<file path="src/rtl/lock_matrix_arbiter.sv">
// N-way least-recently-granted arbiter with lockable, time-bounded multi-cycle grants.
// Grant is registered 1 cycle after req; no backpressure, an owner is forcibly preempted after MAX_HOLD cycles.
module lock_matrix_arbiter #(
   parameter int NUM_REQUESTORS = 4,
   parameter int MAX_HOLD       = 8,
   parameter int ID_WIDTH       = $clog2(NUM_REQUESTORS)
) (
   input  logic                                     clk,
   input  logic                                     rst,
   input  logic [NUM_REQUESTORS-1:0]                req,
   input  logic [NUM_REQUESTORS-1:0]                lock,
   input  logic                                     prio_load,
   input  logic [NUM_REQUESTORS*NUM_REQUESTORS-1:0] prio_wdata,
   output logic [NUM_REQUESTORS-1:0]                grant,
   output logic [ID_WIDTH-1:0]                      grant_id,
   output logic                                     grant_valid,
   output logic                                     preempt
);

   localparam int N     = NUM_REQUESTORS;
   localparam int NPAIR = N * (N - 1) / 2;
   localparam int HC_W  = (MAX_HOLD > 1) ? $clog2(MAX_HOLD) : 1;
   localparam logic [HC_W-1:0] HOLD_LAST = HC_W'(MAX_HOLD - 1);

   // Packed position of pair (i,j), i<j, in the upper-triangle store.
   function automatic int pidx(input int i, input int j);
      return i * N - (i * (i + 1)) / 2 + (j - i - 1);
   endfunction

   typedef enum logic {IDLE, HELD} state_t;

   state_t            state_q, state_d;
   logic [NPAIR-1:0]  m_q, m_d, m_upd, m_load;
   logic [HC_W-1:0]   hold_cnt_q, hold_cnt_d;
   logic [N-1:0]      grant_d;
   logic [ID_WIDTH-1:0] grant_id_d;
   logic              preempt_d;

   logic [N-1:0][N-1:0] beats;
   logic [N-1:0]      win_vec;
   logic [ID_WIDTH-1:0] win_id;
   logic              win_any;
   logic              owner_req, owner_lock;
   logic              hold_ok, expired, rearb;
   logic              unused_wdata;

   assign unused_wdata = ^prio_wdata;

   // Full antisymmetric view of the stored triangle; i wins if it beats every other requestor.
   for (genvar gi = 0; gi < N; gi++) begin : g_row
      for (genvar gj = 0; gj < N; gj++) begin : g_col
         if (gi < gj) begin : g_up
            assign beats[gi][gj] = m_q[pidx(gi, gj)];
         end else if (gi > gj) begin : g_lo
            assign beats[gi][gj] = ~m_q[pidx(gj, gi)];
         end else begin : g_diag
            assign beats[gi][gj] = 1'b1;
         end
      end
      assign win_vec[gi] = req[gi] & (&(beats[gi] | ~req));
   end

   always_comb begin
      win_id = '0;
      for (int i = 0; i < N; i++) begin
         if (win_vec[i]) win_id = ID_WIDTH'(i);
      end
   end

   assign win_any = |req;

   // The new winner drops below every other requestor.
   for (genvar pi = 0; pi < N; pi++) begin : g_pi
      for (genvar pj = pi + 1; pj < N; pj++) begin : g_pj
         assign m_load[pidx(pi, pj)] = prio_wdata[pi * N + pj];
         assign m_upd[pidx(pi, pj)]  = (win_id == ID_WIDTH'(pi)) ? 1'b0 :
                                       (win_id == ID_WIDTH'(pj)) ? 1'b1 :
                                       m_q[pidx(pi, pj)];
      end
   end

   assign owner_req  = req[grant_id];
   assign owner_lock = lock[grant_id];
   assign hold_ok    = (state_q == HELD) && owner_req && owner_lock && (hold_cnt_q < HOLD_LAST);
   assign expired    = (state_q == HELD) && owner_req && owner_lock && (hold_cnt_q == HOLD_LAST);

   always_comb begin
      state_d    = state_q;
      hold_cnt_d = hold_cnt_q;
      grant_d    = grant;
      grant_id_d = grant_id;
      preempt_d  = 1'b0;
      rearb      = 1'b0;
      if (hold_ok) begin
         hold_cnt_d = hold_cnt_q + HC_W'(1);
      end else begin
         rearb      = 1'b1;
         hold_cnt_d = '0;
         if (win_any) begin
            grant_d    = win_vec;
            grant_id_d = win_id;
            state_d    = HELD;
            preempt_d  = expired && (win_id != grant_id);
         end else begin
            grant_d    = '0;
            grant_id_d = '0;
            state_d    = IDLE;
         end
      end
   end

   // A priority load takes precedence over the grant-event update.
   always_comb begin
      m_d = m_q;
      if (prio_load) begin
         m_d = m_load;
      end else if (rearb && win_any) begin
         m_d = m_upd;
      end
   end

   always_ff @(posedge clk) begin
      if (!rst) begin
         state_q    <= IDLE;
         m_q        <= '1;
         hold_cnt_q <= '0;
         grant      <= '0;
         grant_id   <= '0;
         preempt    <= 1'b0;
      end else begin
         state_q    <= state_d;
         m_q        <= m_d;
         hold_cnt_q <= hold_cnt_d;
         grant      <= grant_d;
         grant_id   <= grant_id_d;
         preempt    <= preempt_d;
      end
   end

   assign grant_valid = |grant;

   a_grant_onehot : assert property (@(posedge clk) $onehot0(grant));
   a_hold_bound   : assert property (@(posedge clk) hold_cnt_q <= HOLD_LAST);

endmodule

</file>
<file path="config.mk">
export PLATFORM = sky130hd
export DESIGN_NAME = lock_matrix_arbiter
export DESIGN_NICKNAME = d
export VERILOG_FILES = /design/src/rtl/lock_matrix_arbiter.sv
export SDC_FILE = /design/constraint.sdc
export NUM_CORES = 1
export LEC_CHECK = 0
export BUFFER_PORTS_ARGS = -buffer_cell sky130_fd_sc_hd__buf_2
export CAP_MARGIN = 25
export CORE_MARGIN = 1.5
export CORE_UTILIZATION = 35
export CTS_CLUSTER_DIAMETER = 100
export CTS_CLUSTER_SIZE = 8
export DETAILED_ROUTE_END_ITERATION = 7
export PLACE_DENSITY = 0.68
export SYNTH_ARGS = -nofsm -noshare
export SYNTH_HDL_FRONTEND = slang
export SYNTH_SLANG_ARGS = --single-unit
</file>
<file path="constraint.sdc">
create_clock -name clk -period 1.69 [get_ports clk]
set_clock_uncertainty 0.05 [all_clocks]
set_input_delay 0.169 -clock clk [delete_from_list [all_inputs] [get_ports clk]]
set_output_delay 0.169 -clock clk [all_outputs]
set_load 0.01 [all_outputs]
</file>
### Word level (Yosys, flattened, before mapping)

Index checks and enable logic that the tools add are counted.

| storage, ports and cells | value |
|---|---|
| flip-flop bits (word level) | 17 |
| output and inout port bits | 8 |
| logic and storage cells | 86 |
| input port bits | 27 |

| operators by class | value |
|---|---|
| reduce and logical (&&, ||, !) cells | 28 |
| bitwise logic cells | 17 |
| multiplexer cells | 22 |
| add/sub/neg operators | 1 |
| equality and inequality tests | 5 |
| order comparisons | 2 |

Operators with widths:

| cell | count |
|---|---|
| $reduce_bool 3->1 | 6 |
| $or 4x4->4 | 4 |
| $reduce_and 4->1 | 4 |
| $mux 1 | 14 |
| $reduce_and 2->1 | 7 |
| $mux 6 | 2 |
| $not 1->1 | 8 |
| $reduce_or 4->1 | 2 |
| $logic_and 1x1->1 | 6 |
| $mux 2 | 3 |
| $and 1x1->1 | 4 |
| $bmux 1 s2 | 2 |
| $eq 2x2->1 const B | 2 |
| $mux 4 | 1 |
| $not 4->4 | 1 |
| $add 3x1->3 const B | 1 |
| $eq 3x3->1 const B | 1 |
| $lt 2x3->1 const B | 1 |
| $lt 3x3->1 const B | 1 |
| $reduce_or 3->1 | 1 |
| $eq 2x1->1 const B | 1 |
| $logic_not 2->1 | 1 |
| $ne 2x2->1 | 1 |
| $reduce_bool 2->1 | 1 |

### Depth between registers and ports, before layout

Gate-level depths: netlist (run 1).

| depth | value |
|---|---|
| depth after elaboration | 12 |
| mapped depth | 6 |
| mapped depth without buffers | 5 |

### Worst setup path after synthesis (run 1)

Ideal clock, no wire load.

| timing path | value |
|---|---|
| path kind | flip-flop to flip-flop |
| start | register grant_id[0] |
| end | register m_q[1] |
| arrival time | 1.365 ns |
| clock period less this slack | 1.546 ns |
| data required time | 1.509 ns |
| stages on the path, launching flop included | 7 |
| path buffers | 1 |
| setup slack | 0.144 ns |
| cells stage by stage | dfxtp_1 > nand2b_2 > o2111ai_4 > nor2_4 > buf_4 > o31ai_1 > a31oi_1 |

| on the way | value |
|---|---|
| cells in the longest elaborated chain, start to end | 9 |
| elaborated cells between the ends (all ways) | 11 |
| those cells by class | mux: 5; reduce/logical: 6 |

RTL lines:

| item | line | source |
|---|---|---|
| start: declaration | 15 | `output logic [ID_WIDTH-1:0] grant_id,` |
| start signal: assignment | 135 | `grant_id <= grant_id_d;` |
| $bmux 1 s2 | 82 | `assign owner_req = req[grant_id];` |
| $mux 1 (implied by the code) | 82 |  |
| $logic_and 1x1->1 | 84 | `assign hold_ok = (state_q == HELD) && owner_req && owner_lock && (hold_cnt_q < HOLD_LAST);` |
| $logic_and 1x1->1 (*) (2 in a row) | 84 |  |
| $mux 1 (*) | 94 | `if (hold_ok) begin` |
| $logic_and 1x1->1 (*) | 117 | `end else if (rearb && win_any) begin` |
| $reduce_bool 2->1 (no source line) (*) | -- |  |
| $reduce_and 2->1 (no source line) (*) | -- |  |
| end signal: assignment | 132 | `m_q <= m_d;` |
| end: declaration | 33 | `logic [NPAIR-1:0] m_q, m_d, m_upd, m_load;` |

Every way passes the cells marked *; elsewhere a longest branch is shown, timed or not. The select of a mux whose other input is x is not followed.
A chain may end at the register's enable or synchronous reset.

### Final worst setup path (run 1)

| timing path | value |
|---|---|
| start | register grant_id[0] |
| end | register grant[0] |

| on the way | value |
|---|---|
| cells in the longest elaborated chain, start to end | 5 |
| elaborated cells between the ends (all ways) | 7 |
| those cells by class | mux: 4; reduce/logical: 3 |

RTL lines:

| item | line | source |
|---|---|---|
| $bmux 1 s2 | 82 |  |
| $mux 1 (implied by the code) | 82 |  |
| $logic_and 1x1->1 | 84 |  |
| $logic_and 1x1->1 (*) (2 in a row) | 84 |  |
| end signal: assignment | 134 | `grant <= grant_d;` |
| end: declaration | 14 | `output logic [NUM_REQUESTORS-1:0] grant,` |

Marks and branches as above.

==> results of run 1 <==
[cell families (layout without fill, tap and decap cells)]
kind of cell,after synthesis,after routing,synth area share [%]
adder cells (fa/ha/maj),2,2,2.85
XOR/XNOR,2,2,1.99
flip-flops,17,17,38.7
buffers and inverters,6,36,2.99
multiplexers,1,1,1.14
AND/OR/NAND/NOR,48,48,28.5
AO/OA/AOI/OAI,26,26,23.8
[worst min-delay path, cell delays in order]
cell and delay (ns):
buf_2 0.07, nor2_1 0.03, a21oi_1 0.09
[what timing repair did]
action | in CTS | in global routing
endpoints found under the hold margin | 0 | 0
buffers inserted | 2 | 0
pin swaps | 1 | 0
setup endpoints to repair | 1 | 8
hold buffers | 0 | 0
cloned | 0 | 0
resized for setup | 0 | 1
[cells in the final DEF, fill, tap and decap left out, drive strengths merged, types with 2 or more instances in the layout]
master    n
nand2    17
xnor2     2
dfxtp    17
and3b     2
o31ai     2
a31oi     2
and2      2
o2111ai   3
nand2b    2
ha        2
or3       2
or2       2
and3      2
a21boi    4
buf      28
nand3     3
inv       4
a21oi     2
nor2      8
o21ai     3
clkbuf    3
a211oi    2
nor4      2
nor2b     3
[synth_stat cells, types with 2 or more instances]
cell type   n  share of area [%]
ha_1        2                2.8
nand3_1     3                1.7
a21boi_0    3                2.6
a211oi_1    2                1.7
xnor2_1     2                2.0
dfxtp_1    17                 39
or2_2       2                1.4
a31oi_1     2                1.4
nor2b_1     3                2.1
nor4_1      2                1.4
inv_1       4                1.7
and2_1      2                1.4
o31ai_1     2                1.7
o2111ai_1   2                2.0
and3_1      2                1.4
a21oi_1     2                1.1
nor2_1      7                3.0
o21ai_0     3                1.7
or3_1       2                1.4
nand2_1    17                7.3
and3b_1     2                2.0
[sequential cells by signal, summed over array words and instances (netlist names)]
register	cells
m_q	6
state_q	1
hold_cnt_q	3
preempt	1
grant_id	2
grant	4
[metal layers]
metal  global-route usage [%]  up-vias  part of all wire [%]
met1                     18.9      386                    43
met2                     30.6       25                    50
li1                         -      429                     -
met3                     5.08        4                   5.7
met4                     4.70        0                  0.85
met5                        0        -                     0
[worst paths after layout]
| path | startpoint | endpoint | slack (ns) | depth (start not counted) |
|---|---|---|---|---|
| worst max-delay path | grant_id[0] | grant[0] | 0.11 | 5 |
| worst min register to register | hold_cnt_q[0] | hold_cnt_q[0] | 0.40 | 1 |
| worst max register to register | grant_id[0] | grant[0] | 0.11 | 5 |
| worst min-delay path | prio_wdata[7] | m_q[4] | 0.05 | 3 |
[power by group]
| part | total [mW] | leakage (nW) | switching (mW) | internal, mW |
|---|---|---|---|---|
| combinational | 0.233 | 0.362 | 0.120 | 0.113 |
| clock | 0.219 | 0.0177 | 0.131 | 0.0882 |
| sequential | 0.459 | 0.140 | 0.0269 | 0.432 |
| total | 0.911 | 0.521 | 0.278 | 0.633 |
[layout make-up]
type / instances / area [sq um]
fillers: 239 / 1200
multi-input cells: 79 / 512
flip-flops and latches: 17 / 342
repair buffers: 28 / 163
well taps: 28 / 35.0
clock buffers: 3 / 22.5
inverters: 4 / 15.0
clock inverters: 1 / 5.00
==> results_dict.tcl, run 1 <==
set metrics [dict create \
    slew_viol_final 0 \
    grt_first_pass_wirelength_um 3480 \
    slew-limit-headroom_pct 75.1 \
    arrival_ns 1.76 \
    cts.htree.levels 1 \
    start_util_pct 38.2 \
    dieArea_sq_um 2820 \
    hold_path.class "in2reg" \
    grt_pass1_vias 850 \
    routed_wl_um 2000 \
    io_pins 35 \
    dpl_cell_area_sq_um 1040 \
    final_util_pct 47.6 \
    place_inst 154 \
    pre_cts_slack_ns -0.00812 \
    fin_crit_sh_pct 93.5 \
    fp-row-count 17 \
    root_buffer "clkbuf_4" \
    cts_tree "done" \
    first_iter_violations 33 \
    synth.distinct_cells 40 \
    rsz0062_at_grt "no" \
    synthArstFlopShare_pct 0 \
    diodes 0 \
    drc_errors 0 \
    drv_cap 0 \
    crit_fanout 12 \
    min_period_ns 1.58 \
    crit_chain "a211o_2 > o2111ai_4 > nor2_4 > or3_1 > a21boi_1" \
    track_usage_pct 16.9 \
    cts_buffers 3 \
    netlist_instances 102 \
    synth_fp_nets 131 \
    syn_area_per_cell_sq_um 8.61 \
    ys.flop_type "dfxtp_1" \
    critPathTopFamily "compound AO/OA/AOI/OAI gates" \
    cp-end-kind "flop" \
    dr_total_vias 844 \
    avgRoutedWirePerCell_um 12.5 \
    yosys_warnings 0 \
    final_cells 160 \
    critical_path_required_ns 1.87 \
    numPortBuffers 24 \
    p_leak_nw 0.521 \
    overflow 0 \
    ys_seq_elements 17 \
    coreArea_sq_um 2300 \
    detail-route-antenna-nets 0 \
    cts.clk_slew.worst_paths_ns 0.10 \
    dpl.hpwl_um 1520 \
    cp_slowest_cell "or3_1" \
    setup_violations 0 \
    dieWidth_um 53.1 \
    irDropWorstVdd_mv 0.686 \
    dr.pass1.iters 4 \
    p_per_area_nw_per_um2 833 \
    crit_buf_inv 0 \
    synthToLayoutAreaGrowth_pct 24.5 \
    worstMarginPinSlew_ns 0.373 \
    clk_path_buf_depth 2 \
    die_y_um 53.1 \
    routed_via_density 5.28 \
    synth-edff-count 0 \
    setup_tns_ns 0 \
    fin_area_sq_um 1090 \
    p_total_mw 0.911 \
    gp_congestion 0.760 \
    ys_seq_area_share_pct 38.7 \
    drive_above_1_share_pct 30.3 \
    run_status "finished, final reports clean" \
    numClockSinks 17 \
    clk_latency_ns 0.30 \
    max_freq_mhz 633 \
    slowest_delay_ns 0.40 \
    grt_max_degree 16 \
    antenna_found_initial 0 \
    fin_nets 162 \
    fin_hold_ws_ns 0.0546 \
    netlist_area_sq_um 878 \
    startpoint_type "flop" \
    hold_viol_final 0 \
    setup_ws_ns 0.110 \
    path_class "reg2reg" \
]
Note: power is estimated with default switching activity, not from simulation.
==> inputs of run 2 (changes only) <==
--- a/config.mk
+++ b/config.mk
@@ -8,3 +8,2 @@
 export BUFFER_PORTS_ARGS = -buffer_cell sky130_fd_sc_hd__buf_2
-export CAP_MARGIN = 25
 export CORE_MARGIN = 1.5
==> constraint.sdc (replaced) <==
create_clock -name clk -period 1.69 [get_ports clk]
set_clock_uncertainty 0.05 [all_clocks]
set_input_delay 0.338 -clock clk [delete_from_list [all_inputs] [get_ports clk]]
set_output_delay 0.338 -clock clk [all_outputs]
set_load 0.01 [all_outputs]
==> run 2 against run 1 <==
Net effect:
- clock power about the same
- die area is the same
- power is 0.53% higher
- critical path depth fell by 3
- first-iteration DRC count is 36% lower
- worst hold slack better by 0.15 ns
- routed wire length is 3.6% higher
- combinational power hardly changed
- largest power group unchanged
- highest routed layer unchanged
==> results_dict.tcl, run 2 (same netlist as run 1, synthesis figures left out) <==
set metrics [dict create \
    path_class "reg2out" \
    drv_cap 0 \
    worstMarginPinSlew_ns 0.353 \
    fp-row-count 17 \
    dpl_cell_area_sq_um 1070 \
    dpl.hpwl_um 1570 \
    min_period_ns 1.66 \
    fin_crit_sh_pct 98.3 \
    fin_area_sq_um 1110 \
    hold_path.class "in2reg" \
    grt_first_pass_wirelength_um 3550 \
    diodes 0 \
    max_flop_register "m_q" \
    dr.pass1.iters 4 \
    antenna_found_initial 0 \
    fin_nets 166 \
    reg2reg_from "grant_id[1]" \
    drive_above_1_share_pct 33.8 \
    critPathTopFamily "simple AND/OR/NAND/NOR gates" \
    die_y_um 53.1 \
    startpoint_type "flop" \
    dieArea_sq_um 2820 \
    track_usage_pct 17.4 \
    dieWidth_um 53.1 \
    setup_violations 0 \
    fillCellCount 232 \
    cp.depth 2 \
    reg2reg_slack_ns 0.06 \
    first_iter_violations 21 \
    io_pins 35 \
    clk_path_buf_depth 2 \
    mostFrequentLayoutCells "buf_2, nand2_1, dfxtp_1" \
    grt_max_degree 16 \
    routed_wl_um 2070 \
    detail-route-antenna-nets 0 \
    cp_slowest_cell "or4_1" \
    crit_chain "or4_1 > buf_2" \
    slew_viol_final 0 \
    run_status "finished, final reports clean" \
    max_freq_mhz 602 \
    slowest_delay_ns 0.50 \
    hp-start "prio_wdata[6]" \
    start_util_pct 38.2 \
    drc_errors 0 \
    cts_hold_buf 0 \
    reg2regPathDepth 5 \
    p_leak_nw 0.531 \
    dr_total_vias 866 \
    avgRoutedWirePerCell_um 12.6 \
    critical_path_required_ns 1.30 \
    crit_buf_inv 1 \
    irDropWorstVdd_mv 0.554 \
    hold_viol_final 0 \
    coreArea_sq_um 2300 \
    grt_pass1_vias 826 \
    r2r_end "grant[0]" \
    gp_congestion 0.768 \
    p_total_mw 0.916 \
    cts_buffers 3 \
    numPortBuffers 24 \
    root_buffer "clkbuf_4" \
    holdPathStages 3 \
    synthToLayoutAreaGrowth_pct 26.6 \
    min_to "m_q[3]" \
    p_per_area_nw_per_um2 823 \
    cts.htree.levels 1 \
    numClockSinks 17 \
    cts.clk_slew.worst_paths_ns 0.10 \
    arrival_ns 1.27 \
    rsz0062_at_grt "yes" \
    largest_reg_flops 6 \
    overflow 0 \
    routed_via_density 5.28 \
    crit_fanout 3 \
    reg_top3 "m_q (6), grant (4), hold_cnt_q (3)" \
    clk_latency_ns 0.29 \
    slew-limit-headroom_pct 76.4 \
    cp-end-kind "output port" \
    final_common_cell "buf_2" \
    cts_tree "done" \
]
==> run 2: what timing repair did <==
item	4_1_cts	5_1_grt
endpoints found under the setup margin	0	13
gates resized for setup	0	4
buffers inserted	0	1
==> run 2: area by class of cell <==
cell class	instances	area (sq um)	share of cell area [%]
clock buffers	4	26.3	2.36
well taps	28	35.0	3.15
repair buffers	31	173	15.5
multi-input cells	80	518	46.6
inverters	4	15.0	1.35
flip-flops and latches	17	345	31.0
==> run 2: worst max-delay path by stage <==
stage | start | end
global route | grant[3] | grant_valid
global placement | lock[0] | grant[0]
detailed placement | lock[0] | grant[0]
CTS | grant[3] | grant_valid
finish | grant[3] | grant_valid
floorplan | grant_id[0] | m_q[1]
==> run 2: layer usage <==
| metal | up-vias | GRT usage (%) | routed length (um) |
|---|---|---|---|
| met1 | 389 | 19.9 | 872 |
| met2 | 35 | 30.4 | 1020 |
| met3 | 4 | 5.08 | 146 |
| met4 | 0 | 6.41 | 26 |
| li1 | 438 | - | - |
| met5 | - | 0 | 0 |
==> run 2: through the flow <==
| step | std cells | TNS [ns] | hold WS (ns) | util, % | setup slack [ns] |
|---|---|---|---|---|---|
| after floorplan | 102 | 0 | 0.368 | - | 0.144 |
| after global placement | 158 | 0 | 0.383 | 46.5 | 0.0229 |
| after detailed placement | 158 | -0.00516 | 0.391 | 46.5 | -0.00516 |
| after CTS | 162 | 0 | 0.204 | 47.6 | 0.0166 |
| after global routing | 164 | -0.0253 | 0.247 | 48.4 | -0.0253 |
| final | 164 | 0 | 0.207 | 48.4 | 0.0294 |
==> run 2: power by group <==
part | switching (mW) | leakage [nW] | internal, mW | total, mW
Sequential | 0.0289 | 0.142 | 0.433 | 0.462
Combinational | 0.121 | 0.374 | 0.113 | 0.234
Clock | 0.128 | 0.0150 | 0.0918 | 0.220
==> run 2: worst min-delay path, cell delays in order <==
cell and delay, ns:
buf_2 0.08, nand2_1 0.04, o311ai_1 0.07
==> inputs of run 3 (changes only) <==
CORE_UTILIZATION = 25   (was 35)
PLACE_DENSITY = 0.54   (was 0.68)
==> run 3 against run 2 <==
Net effect:
- first-iteration DRC count is 29% lower
- clock-buffer cell count shrank 1
- setup slack gained 0.0062 ns
==> results_dict.tcl, run 3 (same netlist as run 1, synthesis figures left out) <==
set metrics [dict create \
    run_status "finished, final reports clean" \
    min_period_ns 1.65 \
    dieWidth_um 62.3 \
    root_buffer "clkbuf_4" \
    path_class "reg2out" \
    use_met3_pct 2.54 \
    final_util_pct 34.4 \
    slew_viol_final 0 \
    switching_share_pct 30.9 \
    met2_usage_pct 19.6 \
    hold_viol_final 0 \
    p_int_mw 0.639 \
    final_common_cell "buf_2" \
    routed_via_density 4.70 \
    track_usage_pct 11.3 \
    io_pins 35 \
    cts.htree.levels 1 \
    dieArea_sq_um 3880 \
    coreArea_sq_um 3360 \
    grt_first_pass_wirelength_um 3570 \
    hold_path.class "in2reg" \
    fp-row-count 21 \
    fin_area_sq_um 1160 \
    drv_cap 0 \
    grt.busiest_layer "met2" \
    gp_congestion 0.762 \
    die_y_um 62.3 \
    setup_violations 0 \
    routed_wl_um 2100 \
    first_iter_violations 15 \
    diodes 0 \
    synthToLayoutAreaGrowth_pct 31.9 \
    drc_errors 0 \
    fin_nets 169 \
    p_switching_mw 0.285 \
    cts_hold_buf 0 \
    numClockSinks 17 \
    critical_path_required_ns 1.30 \
    max_freq_mhz 604 \
    clk_path_buf_depth 2 \
    overflow 0 \
    cp-end-kind "output port" \
    crit_fanout 2 \
    detail-route-antenna-nets 0 \
    clk_latency_ns 0.29 \
    largest_reg_flops 6 \
    grt_max_degree 14 \
    numPortBuffers 24 \
    p_seq_share_pct 49.9 \
    fin_crit_sh_pct 97.9 \
    p_clk_share_pct 24.3 \
    irDropWorstVdd_mv 0.250 \
    antenna_found_initial 0 \
    avgRoutedWirePerCell_um 11.4 \
    dpl.hpwl_um 1660 \
    setup_ws_ns 0.0355 \
    p_total_mw 0.924 \
    final_cells 185 \
    place_inst 178 \
    arrival_ns 1.27 \
    setup_tns_ns 0 \
    cts_tree "done" \
    rsz0062_at_grt "yes" \
    start_util_pct 26.1 \
    drive_above_1_share_pct 36.0 \
    pre_cts_slack_ns 0.00139 \
    mostFrequentLayoutCells "buf_2, nand2_1, dfxtp_1" \
    cts.clk_slew.worst_paths_ns 0.10 \
    pwr-share-comb_pct 25.7 \
    dr.pass1.iters 4 \
    cts_buffers 3 \
    grt_pass1_vias 849 \
    dpl_cell_area_sq_um 1100 \
    dr_total_vias 869 \
    reg_top3 "m_q (6), grant (4), hold_cnt_q (3)" \
    p_per_area_nw_per_um2 798 \
    slew-limit-headroom_pct 76.4 \
    worstMarginPinSlew_ns 0.353 \
    p_leak_nw 0.549 \
    max_flop_register "m_q" \
    fin_hold_ws_ns 0.202 \
    use_met1_pct 13.6 \
    startpoint_type "flop" \
]
## run 3: path summary, 6_finish.rpt
path	to	start	slack [ns]	cells past startpoint
max	grant_valid	grant[1]	0.04	2
min	m_q[3]	prio_wdata[6]	0.20	3
max reg2reg	grant[0]	grant_id[1]	0.09	5
min reg2reg	hold_cnt_q[0]	hold_cnt_q[0]	0.41	1
## run 3: cell type report
type	instances	area, sq um
fillers	409	2200
clock buffers	3	22.5
flip-flops and latches	17	345
well taps	46	57.6
clock inverters	1	5.00
repair buffers	34	195
multi-input cells	80	518
inverters	4	15.0
## run 3: repair_timing
action                                  in CTS  in global routing
endpoints found under the setup margin       0                 11
buffers inserted                             0                  2
resized for setup                            0                  4
## run 3: metal layers
metal  wire, um  vias to the layer above  part of all wire [%]
met5          0                        -                     0
met4         30                        0                   1.4
met2        991                       17                    47
met3         86                        5                   4.1
li1           -                      448                     -
met1        994                      399                    47
## run 3: worst max-delay path, stage by stage (launching register included)
cell and delay, ns:
dfxtp_2 0.33, or4_1 0.49, buf_2 0.15
## run 3: power by group through the flow
stage / Sequential [mW] / Clock (mW) / Combinational (mW)
6_report: 0.462 / 0.225 / 0.238
5_1_grt: 0.467 / 0.246 / 0.266
4_1_cts: 0.461 / 0.229 / 0.231
3_5_place_dp: 0.470 / 0 / 0.230
3_3_place_gp: 0.469 / 0 / 0.227
2_1_floorplan: 0.468 / 0 / 0.140
